[src/rtl/add_accumulator.sv]
// add_accumulator: accumulates a group of 16-bit unsigned operands delimited by in_last.
// Each operand is added with a single-cycle parallel-prefix adder. The group result
// (sum, sticky carry, saturating count) is then held until downstream takes it.
module add_accumulator #(
  parameter int unsigned CNT_W = 8
) (
  input  logic             clk,
  input  logic             rst_n,
  input  logic             in_valid,
  output logic             in_ready,
  input  logic [16:1]      in_data,
  input  logic             in_last,
  output logic             out_valid,
  input  logic             out_ready,
  output logic [16:1]      out_sum,
  output logic             out_ovf,
  output logic [CNT_W-1:0] out_count
);

  typedef enum logic [1:0] {
    StIdle = 2'd0,
    StAcc  = 2'd1,
    StDone = 2'd2
  } state_e;

  localparam logic [CNT_W-1:0] CountMax = '1;
  localparam logic [CNT_W-1:0] CountOne = CNT_W'(1);

  state_e           state_q, state_d;
  logic [15:0]      acc_q, acc_d;
  logic             ovf_q, ovf_d;
  logic [CNT_W-1:0] count_q, count_d;

  logic        in_fire;
  logic        out_fire;
  logic [15:0] operand;
  logic [15:0] add_sum;
  logic        add_carry;

  // Kogge-Stone recursive-doubling adder, carry-in 0. Returns {carry_out, sum}.
  function automatic logic [16:0] prefix_add(input logic [15:0] a, input logic [15:0] b);
    logic [15:0] g;
    logic [15:0] p;
    logic [15:0] g_n;
    logic [15:0] p_n;
    logic [15:0] p0;
    logic [15:0] c;
    g  = a & b;
    p  = a ^ b;
    p0 = p;
    for (int lvl = 0; lvl < 4; lvl++) begin
      for (int i = 0; i < 16; i++) begin
        if (i >= (1 << lvl)) begin
          g_n[i] = g[i] | (p[i] & g[i - (1 << lvl)]);
          p_n[i] = p[i] & p[i - (1 << lvl)];
        end else begin
          g_n[i] = g[i];
          p_n[i] = p[i];
        end
      end
      g = g_n;
      p = p_n;
    end
    // After the last level g[i] is the group generate over bits [i:0], i.e. carry into i+1.
    c = {g[14:0], 1'b0};
    return {g[15], p0 ^ c};
  endfunction

  // Bit 1 of in_data is the LSB, so a straight width-matched copy maps it to operand[0].
  assign operand = in_data;

  // Single-cycle add of the running accumulator and the incoming operand
  always_comb begin
    logic [16:0] res;
    res       = prefix_add(acc_q, operand);
    add_sum   = res[15:0];
    add_carry = res[16];
  end

  assign in_fire  = in_valid & in_ready;
  assign out_fire = out_valid & out_ready;

  // State register; synchronous reset wins over any concurrent transfer
  always_ff @(posedge clk) begin
    if (!rst_n) begin
      state_q <= StIdle;
    end else begin
      state_q <= state_d;
    end
  end

  // Next-state logic
  always_comb begin
    state_d = state_q;
    unique case (state_q)
      StIdle, StAcc: begin
        if (in_fire) begin
          state_d = in_last ? StDone : StAcc;
        end
      end
      StDone: begin
        if (out_fire) begin
          state_d = StIdle;
        end
      end
      default: state_d = StIdle;
    endcase
  end

  // Handshake outputs are a pure function of state; in_ready never looks at out_ready
  always_comb begin
    in_ready  = 1'b0;
    out_valid = 1'b0;
    unique case (state_q)
      StIdle, StAcc: in_ready  = 1'b1;
      StDone:        out_valid = 1'b1;
      default: begin
        in_ready  = 1'b0;
        out_valid = 1'b0;
      end
    endcase
  end

  // Datapath next-state: load on the first operand, accumulate after, clear on result take
  always_comb begin
    acc_d   = acc_q;
    ovf_d   = ovf_q;
    count_d = count_q;
    unique case (state_q)
      StIdle: begin
        if (in_fire) begin
          acc_d   = operand;
          ovf_d   = 1'b0;
          count_d = CountOne;
        end
      end
      StAcc: begin
        if (in_fire) begin
          acc_d   = add_sum;
          ovf_d   = ovf_q | add_carry;
          count_d = (count_q == CountMax) ? count_q : count_q + CountOne;
        end
      end
      StDone: begin
        if (out_fire) begin
          acc_d   = '0;
          ovf_d   = 1'b0;
          count_d = '0;
        end
      end
      default: begin
        acc_d   = '0;
        ovf_d   = 1'b0;
        count_d = '0;
      end
    endcase
  end

  // Datapath registers
  always_ff @(posedge clk) begin
    if (!rst_n) begin
      acc_q   <= '0;
      ovf_q   <= 1'b0;
      count_q <= '0;
    end else begin
      acc_q   <= acc_d;
      ovf_q   <= ovf_d;
      count_q <= count_d;
    end
  end

  // Result outputs come straight from registers so nothing combinational reaches them
  assign out_sum   = acc_q;
  assign out_ovf   = ovf_q;
  assign out_count = count_q;

endmodule

[config.mk]
export PLATFORM = sky130hd
export DESIGN_NAME = add_accumulator
export DESIGN_NICKNAME = d
export VERILOG_FILES = /design/src/rtl/add_accumulator.sv
export SDC_FILE = /design/constraint.sdc
export NUM_CORES = 1
export LEC_CHECK = 0
export CAP_MARGIN = 25
export CELL_PAD_IN_SITES_DETAIL_PLACEMENT = 2
export CELL_PAD_IN_SITES_GLOBAL_PLACEMENT = 2
export CORE_MARGIN = 2
export CORE_UTILIZATION = 29
export CTS_BUF_LIST = sky130_fd_sc_hd__clkbuf_4 sky130_fd_sc_hd__clkbuf_8 sky130_fd_sc_hd__clkbuf_16
export DETAILED_ROUTE_END_ITERATION = 10
export PLACE_DENSITY = 0.84
export SLEW_MARGIN = 20
export SYNTH_ARGS = -nofsm -noshare
export SYNTH_HDL_FRONTEND = slang
export SYNTH_SLANG_ARGS = --single-unit
[constraint.sdc]
create_clock -name clk -period 2.95 [get_ports clk]
set_input_delay 0.59 -clock clk [delete_from_list [all_inputs] [get_ports clk]]
set_output_delay 0.59 -clock clk [all_outputs]
set_load 0.01 [all_outputs]
==> results of run 1 <==
[layout make-up]
type | count | area, um^2 | share of cell area, %
Clock buffer | 4 | 48.8 | 1.76
Inverter | 10 | 37.5 | 1.35
Multi-Input combinational cell | 210 | 1470 | 52.8
Sequential cell | 27 | 541 | 19.5
Tap cell | 99 | 124 | 4.46
Timing Repair Buffer | 59 | 561 | 20.2
[worst min-delay path: stages (launching register included)]
cell	delay, ns
dfxtp_1	0.35
o21ai_0	0.08
a21oi_1	0.06
[logic make-up (layout without fill, tap and decap cells)]
| family | count (synthesis) | after routing | synth area share (%) |
|---|---|---|---|
| xor+xnor | 15 | 15 | 6.25 |
| mux | 4 | 4 | 1.96 |
| flops | 27 | 27 | 25.7 |
| simple gates | 82 | 82 | 20.8 |
| compound gates | 91 | 91 | 29.3 |
| fa+ha+maj | 18 | 18 | 11.1 |
| buf+inv | 20 | 73 | 4.94 |
[layer usage]
| metal | vias to the layer above | wire length [um] | track usage [%] |
|---|---|---|---|
| met5 | - | 0 | 0 |
| met4 | 0 | 171 | 5.70 |
| met3 | 17 | 189 | 1.94 |
| met2 | 47 | 3850 | 37.4 |
| met1 | 1076 | 3340 | 25.8 |
| li1 | 1051 | - | - |
[synth_stat cells (all sizes together) (4+ instances only)]
cell type,number,share of area [%]
o211ai,5,1.8
clkbuf,4,0.89
a21o,4,1.4
xnor2,7,2.9
nand2,25,4.6
o21bai,4,1.6
xor2,8,3.3
o21a,5,1.8
nand4,4,1.2
ha,17,10
o21ai,15,3.6
and2,4,1.2
nand3,7,1.9
dfxtp,27,26
a22oi,4,1.4
nor2,15,2.7
nand2b,5,1.5
inv,10,1.8
a21oi,30,7.7
nor2b,7,2.1
buf,6,2.3
[power groups by stage]
stage	Clock (W)	Sequential, W	Combinational, W
finish	0.000241	0.000413	0.000427
global route	0.000265	0.000417	0.000472
CTS	0.000258	0.000414	0.000426
detailed placement	0	0.000421	0.000419
global placement	0	0.000420	0.000402
floorplan	0	0.000421	0.000252
[flip-flops by register name, summed over array words and instances (netlist names)]
register	flops
out_count	8
out_ovf	1
out_sum	16
state_q	2
[timing repair]
action                                 in CTS  in global routing
setup endpoints to repair                   0                  2
gates resized for setup                     0                  2
hold buffers                                0                  0
endpoints found under the hold margin       0                  0
[through the flow]
step / hold WS [ns] / total power, W
finish: 0.521 / 0.00108
global route: 0.548 / 0.00115
CTS: 0.528 / 0.00110
detailed placement: 0.509 / 0.000840
global placement: 0.493 / 0.000822
floorplan: 0.506 / 0.000674
[how the worst max path moves through the flow]
stage / end / slack (ns)
6_report: out_sum[13] / 0.14
5_1_grt: out_sum[13] / 0.01
4_1_cts: out_sum[13] / 0.13
3_5_place_dp: out_sum[15] / -0.16
3_3_place_gp: out_sum[15] / -0.06
2_1_floorplan: out_sum[13] / 0.53
==> impl_metrics.tcl, run 1 <==
set metrics [dict create \
    synth.distinct_cells 59 \
    crit_chain "clkdlybuf4s50_1 > ha_1 > inv_1 > fa_1 > and2b_2 > o2111ai_2 > nand2_2 > a21boi_2 > or4_1 > a31oi_1" \
    final_util_pct 38.9 \
    rsz0062_at_grt "false" \
    ant_nets 0 \
    viasPerCell 5.36 \
    io_buffers 47 \
    holdCritPathClass "reg -> reg" \
    p_leak_nw 1.07 \
    critPathKind "in -> reg" \
    drive_gt1_share_pct 10.0 \
    worstSkewPairLatency_ns 0.28 \
    slew_viol_final 0 \
    crit_arrival_ns 3.02 \
    placed_cell_area_mm2 0.00272 \
    grt_max_degree 15 \
    ys_seq_elements 27 \
    slew_headroom_pct 69.2 \
    fmax_mhz 355 \
    coreArea_mm2 0.00714 \
    cts_buffers 3 \
    drv_cap 0 \
    numClockSinks 27 \
    p_sw_share_pct 36.0 \
    min_path_cells 2 \
    crit_slowest_cell "or4_1" \
    cp_top_family "simple AND/OR/NAND/NOR gates" \
    drt-total-wl_um 7550 \
    dieArea_mm2 0.00795 \
    cp-startpoint "in_data[1]" \
    layout_setup_ws_ns 0.137 \
    place_congestion 0.877 \
    diodes 0 \
    crit_buf_inv 2 \
    netlist_instances 257 \
    p_int_w 0.000692 \
    final_common_cell "clkdlybuf4s50_1" \
    clockRootBuffer "clkbuf_8" \
    worst_pin_slew_ns 0.462 \
    post-place-ws_ns -0.155 \
    layoutNonFillerInstCount 409 \
    path_clk_slew_ns 0.10 \
    synth_edf_count 0 \
    h-tree-depth 1 \
    fin_nets 350 \
    post-cts-setup-buffers 0 \
    min_period_ns 2.81 \
    hold_start "out_count[7]" \
    initial_core_util_pct 29.5 \
    worstReg2RegStart "out_sum[1]" \
    most-common-layout-cells "47 x clkdlybuf4s50_1, 29 x a21oi_1, 27 x dfxtp_1" \
    grt_pass1_vias 2371 \
    required_ns 3.16 \
    drtIter0Drc 128 \
    drt_pass1_iterations 4 \
    vias 2191 \
    avgSynthCellArea_um2 8.18 \
    reg2reg_depth 9 \
    p_seq_share_pct 38.2 \
    switching_power_w 0.000389 \
    area_delta_synth_final_pct 32.0 \
    outcome "complete, no violations" \
    syn_area_mm2 0.00210 \
    synth-seq-area-share_pct 25.7 \
    p_per_area_mw_per_mm2 389 \
    crit_path_end_kind "flop" \
    yosys_warnings 0 \
    setup_tns_ns 0 \
    dp.cells 405 \
    synth_nets 296 \
    fill_cells 815 \
    grt_pass1_wl_um 12600 \
    gr-total-overflow 0 \
    ir_drop_mv 0.166 \
    hold_end "out_count[7]" \
    setup_viol 0 \
    fin_crit_sh_pct 95.4 \
    fin_skew_ns 0.00536 \
    clockBufferDepth 2 \
    final_cell_area_mm2 0.00278 \
    grt_usage_pct 20.6 \
    crit_fanout 3 \
    antenna_found_initial 0 \
    tritoncts "built" \
    pwr-share-comb_pct 39.5 \
    cp_num_cells 10 \
    async_reset_ff_share_pct 0 \
    post-route-drc-count 0 \
    max_stage_delay_ns 0.51 \
    dp_hpwl_um 5940 \
    top_level_ports 48 \
    crit_path_start_kind "input pin" \
    row_count 31 \
    die_y_um 89.2 \
    hold_viol 0 \
    reg2reg_to "out_sum[13]" \
    synth-main-ff-cell "dfxtp_1" \
    wl_per_cell_um 18.5 \
    pwr-share-clk_pct 22.3 \
    die_w_um 89.2 \
    rrSetupSlack_ns 0.57 \
]
Power figures use the tool's default switching activity.
==> run 2, diff against run 1 <==
- CAP_MARGIN: 25 -> 0
- CORE_MARGIN: 2 -> not set
- clock period: 2.95 -> 3.02 ns (I/O delays scaled with it)
==> run 2 against run 1 <==
Final cell count is 0.98% lower. Clock power fell by 5%. Critical path type unchanged. Register-to-register slack improved by 0.10 ns. Clock-buffer cell count down 1.
==> impl_metrics.tcl, run 2 (synthesis gave the netlist of run 1 again) <==
set metrics [dict create \
    outcome "complete, no violations" \
    io_buffers 47 \
    ir_drop_mv 0.168 \
    reg2reg_depth 9 \
    post-place-ws_ns -0.0394 \
    p_sw_share_pct 36.6 \
    hold_start "out_ovf" \
    area_delta_synth_final_pct 31.1 \
    pwr-share-comb_pct 39.6 \
    place_congestion 0.789 \
    fin_crit_sh_pct 92.4 \
    numClockSinks 27 \
    min_period_ns 2.79 \
    top_level_ports 48 \
    power_w 0.00104 \
    slew_viol_final 0 \
    layout_setup_ws_ns 0.229 \
    post-cts-setup-buffers 0 \
    multi_input_area_mm2 0.00146 \
    min_path_cells 2 \
    clockRootBuffer "clkbuf_8" \
    reg2reg_to "out_sum[13]" \
    fill_cells 813 \
    fin_skew_ns 0.0108 \
    p_int_w 0.000662 \
    hold_viol 0 \
    worst_pin_slew_ns 0.602 \
    critPathKind "in -> reg" \
    die_w_um 87.2 \
    drive_gt1_share_pct 9.06 \
    drt_pass1_iterations 4 \
    dieArea_mm2 0.00760 \
    gr-total-overflow 0 \
    antenna_found_initial 0 \
    grt_pass1_wl_um 12400 \
    cts_buffers 3 \
    cts_hold_buf 0 \
    largest_reg_flops 16 \
    diodes 0 \
    die_y_um 87.2 \
    drtIter0Drc 52 \
    crit_path_start_kind "input pin" \
    cts_resized 0 \
    pwr-share-clk_pct 21.9 \
    rrSetupSlack_ns 0.67 \
    register_area_um2 541 \
    hold_end "out_ovf" \
    most-common-layout-cells "47 x clkdlybuf4s50_1, 29 x a21oi_1, 27 x dfxtp_1" \
    dp_hpwl_um 5960 \
    grt_usage_pct 20.9 \
    setup_viol 0 \
    slew_headroom_pct 59.9 \
    drt-total-wl_um 7480 \
    coreArea_mm2 0.00691 \
    worstSkewPairLatency_ns 0.29 \
    final_common_cell "clkdlybuf4s50_1" \
    p_per_area_mw_per_mm2 379 \
    grt_max_degree 16 \
    grt_pass1_vias 2427 \
    fin_nets 349 \
    path_clk_slew_ns 0.10 \
    wl_per_cell_um 18.5 \
    initial_core_util_pct 30.5 \
    post-route-drc-count 0 \
    clockBufferDepth 2 \
    crit_path_end_kind "flop" \
    rsz0062_at_grt "false" \
    fmax_mhz 358 \
    vias 2156 \
    p_leak_nw 1.06 \
    crit_fanout 3 \
    row_count 30 \
    drv_cap 0 \
    viasPerCell 5.32 \
    holdCritPathClass "reg -> reg" \
    tritoncts "built" \
    ant_nets 0 \
    required_ns 3.23 \
    p_seq_share_pct 38.5 \
    switching_power_w 0.000383 \
    h-tree-depth 1 \
    crit_arrival_ns 3.00 \
    worstReg2RegStart "out_sum[1]" \
]
-- run 2: cell count changes in the layout (fill, tap and decap cells not counted), sizes merged --
| cell | delta |
|---|---|
| clkinv | +1 |
| buf | -1 |
| clkbuf | -1 |
-- run 2: cell type report --
type	instances	area share, %
inverters	10	1.36
well taps	96	4.36
clock inverters	1	0.182
repair buffers	58	20.1
flip-flops and latches	27	19.6
multi-input cells	210	52.9
clock buffers	3	1.50
-- run 2: how the worst max path moves through the flow --
stage / startpoint / end / slack (ns)
detailed placement: in_data[1] / out_sum[13] / -0.04
global route: in_data[1] / out_sum[13] / 0.12
global placement: in_data[1] / out_sum[13] / 0.05
floorplan: in_data[1] / out_sum[13] / 0.59
finish: in_data[1] / out_sum[13] / 0.23
CTS: in_data[1] / out_sum[13] / 0.23
-- run 2: power by group through the flow --
| stage | combinational, W | sequential, W | clock, W |
|---|---|---|---|
| floorplan | 0.000246 | 0.000412 | 0 |
| global placement | 0.000391 | 0.000408 | 0 |
| detailed placement | 0.000411 | 0.000410 | 0 |
| CTS | 0.000415 | 0.000402 | 0.000239 |
| global route | 0.000453 | 0.000405 | 0.000243 |
| finish | 0.000414 | 0.000402 | 0.000229 |
-- run 2: per-stage QoR --
step	hold slack (ns)	utilization (%)	setup TNS (ns)	area, um^2	instances
global route	0.543	39.9	0	2760	405
detailed placement	0.485	39.2	-0.0394	2710	401
global placement	0.488	39.2	0	2710	401
finish	0.514	39.9	0	2760	405
CTS	0.516	39.9	0	2760	405
floorplan	0.506	-	0	2100	257
-- run 2: worst max-delay path, stage by stage --
cell             delay, ns
clkdlybuf4s50_1       0.51
ha_1                  0.19
inv_1                 0.06
fa_1                  0.38
and2b_1               0.26
o2111ai_2             0.13
nand2_2               0.11
a21boi_2              0.07
or4_1                 0.50
a31oi_1               0.18
-- run 2: per-layer routing --
metal  track usage (%)  wire, um
met4              4.92        89
met2              39.4      3820
met3              2.37       214
met5                 0         0
met1              25.1      3350
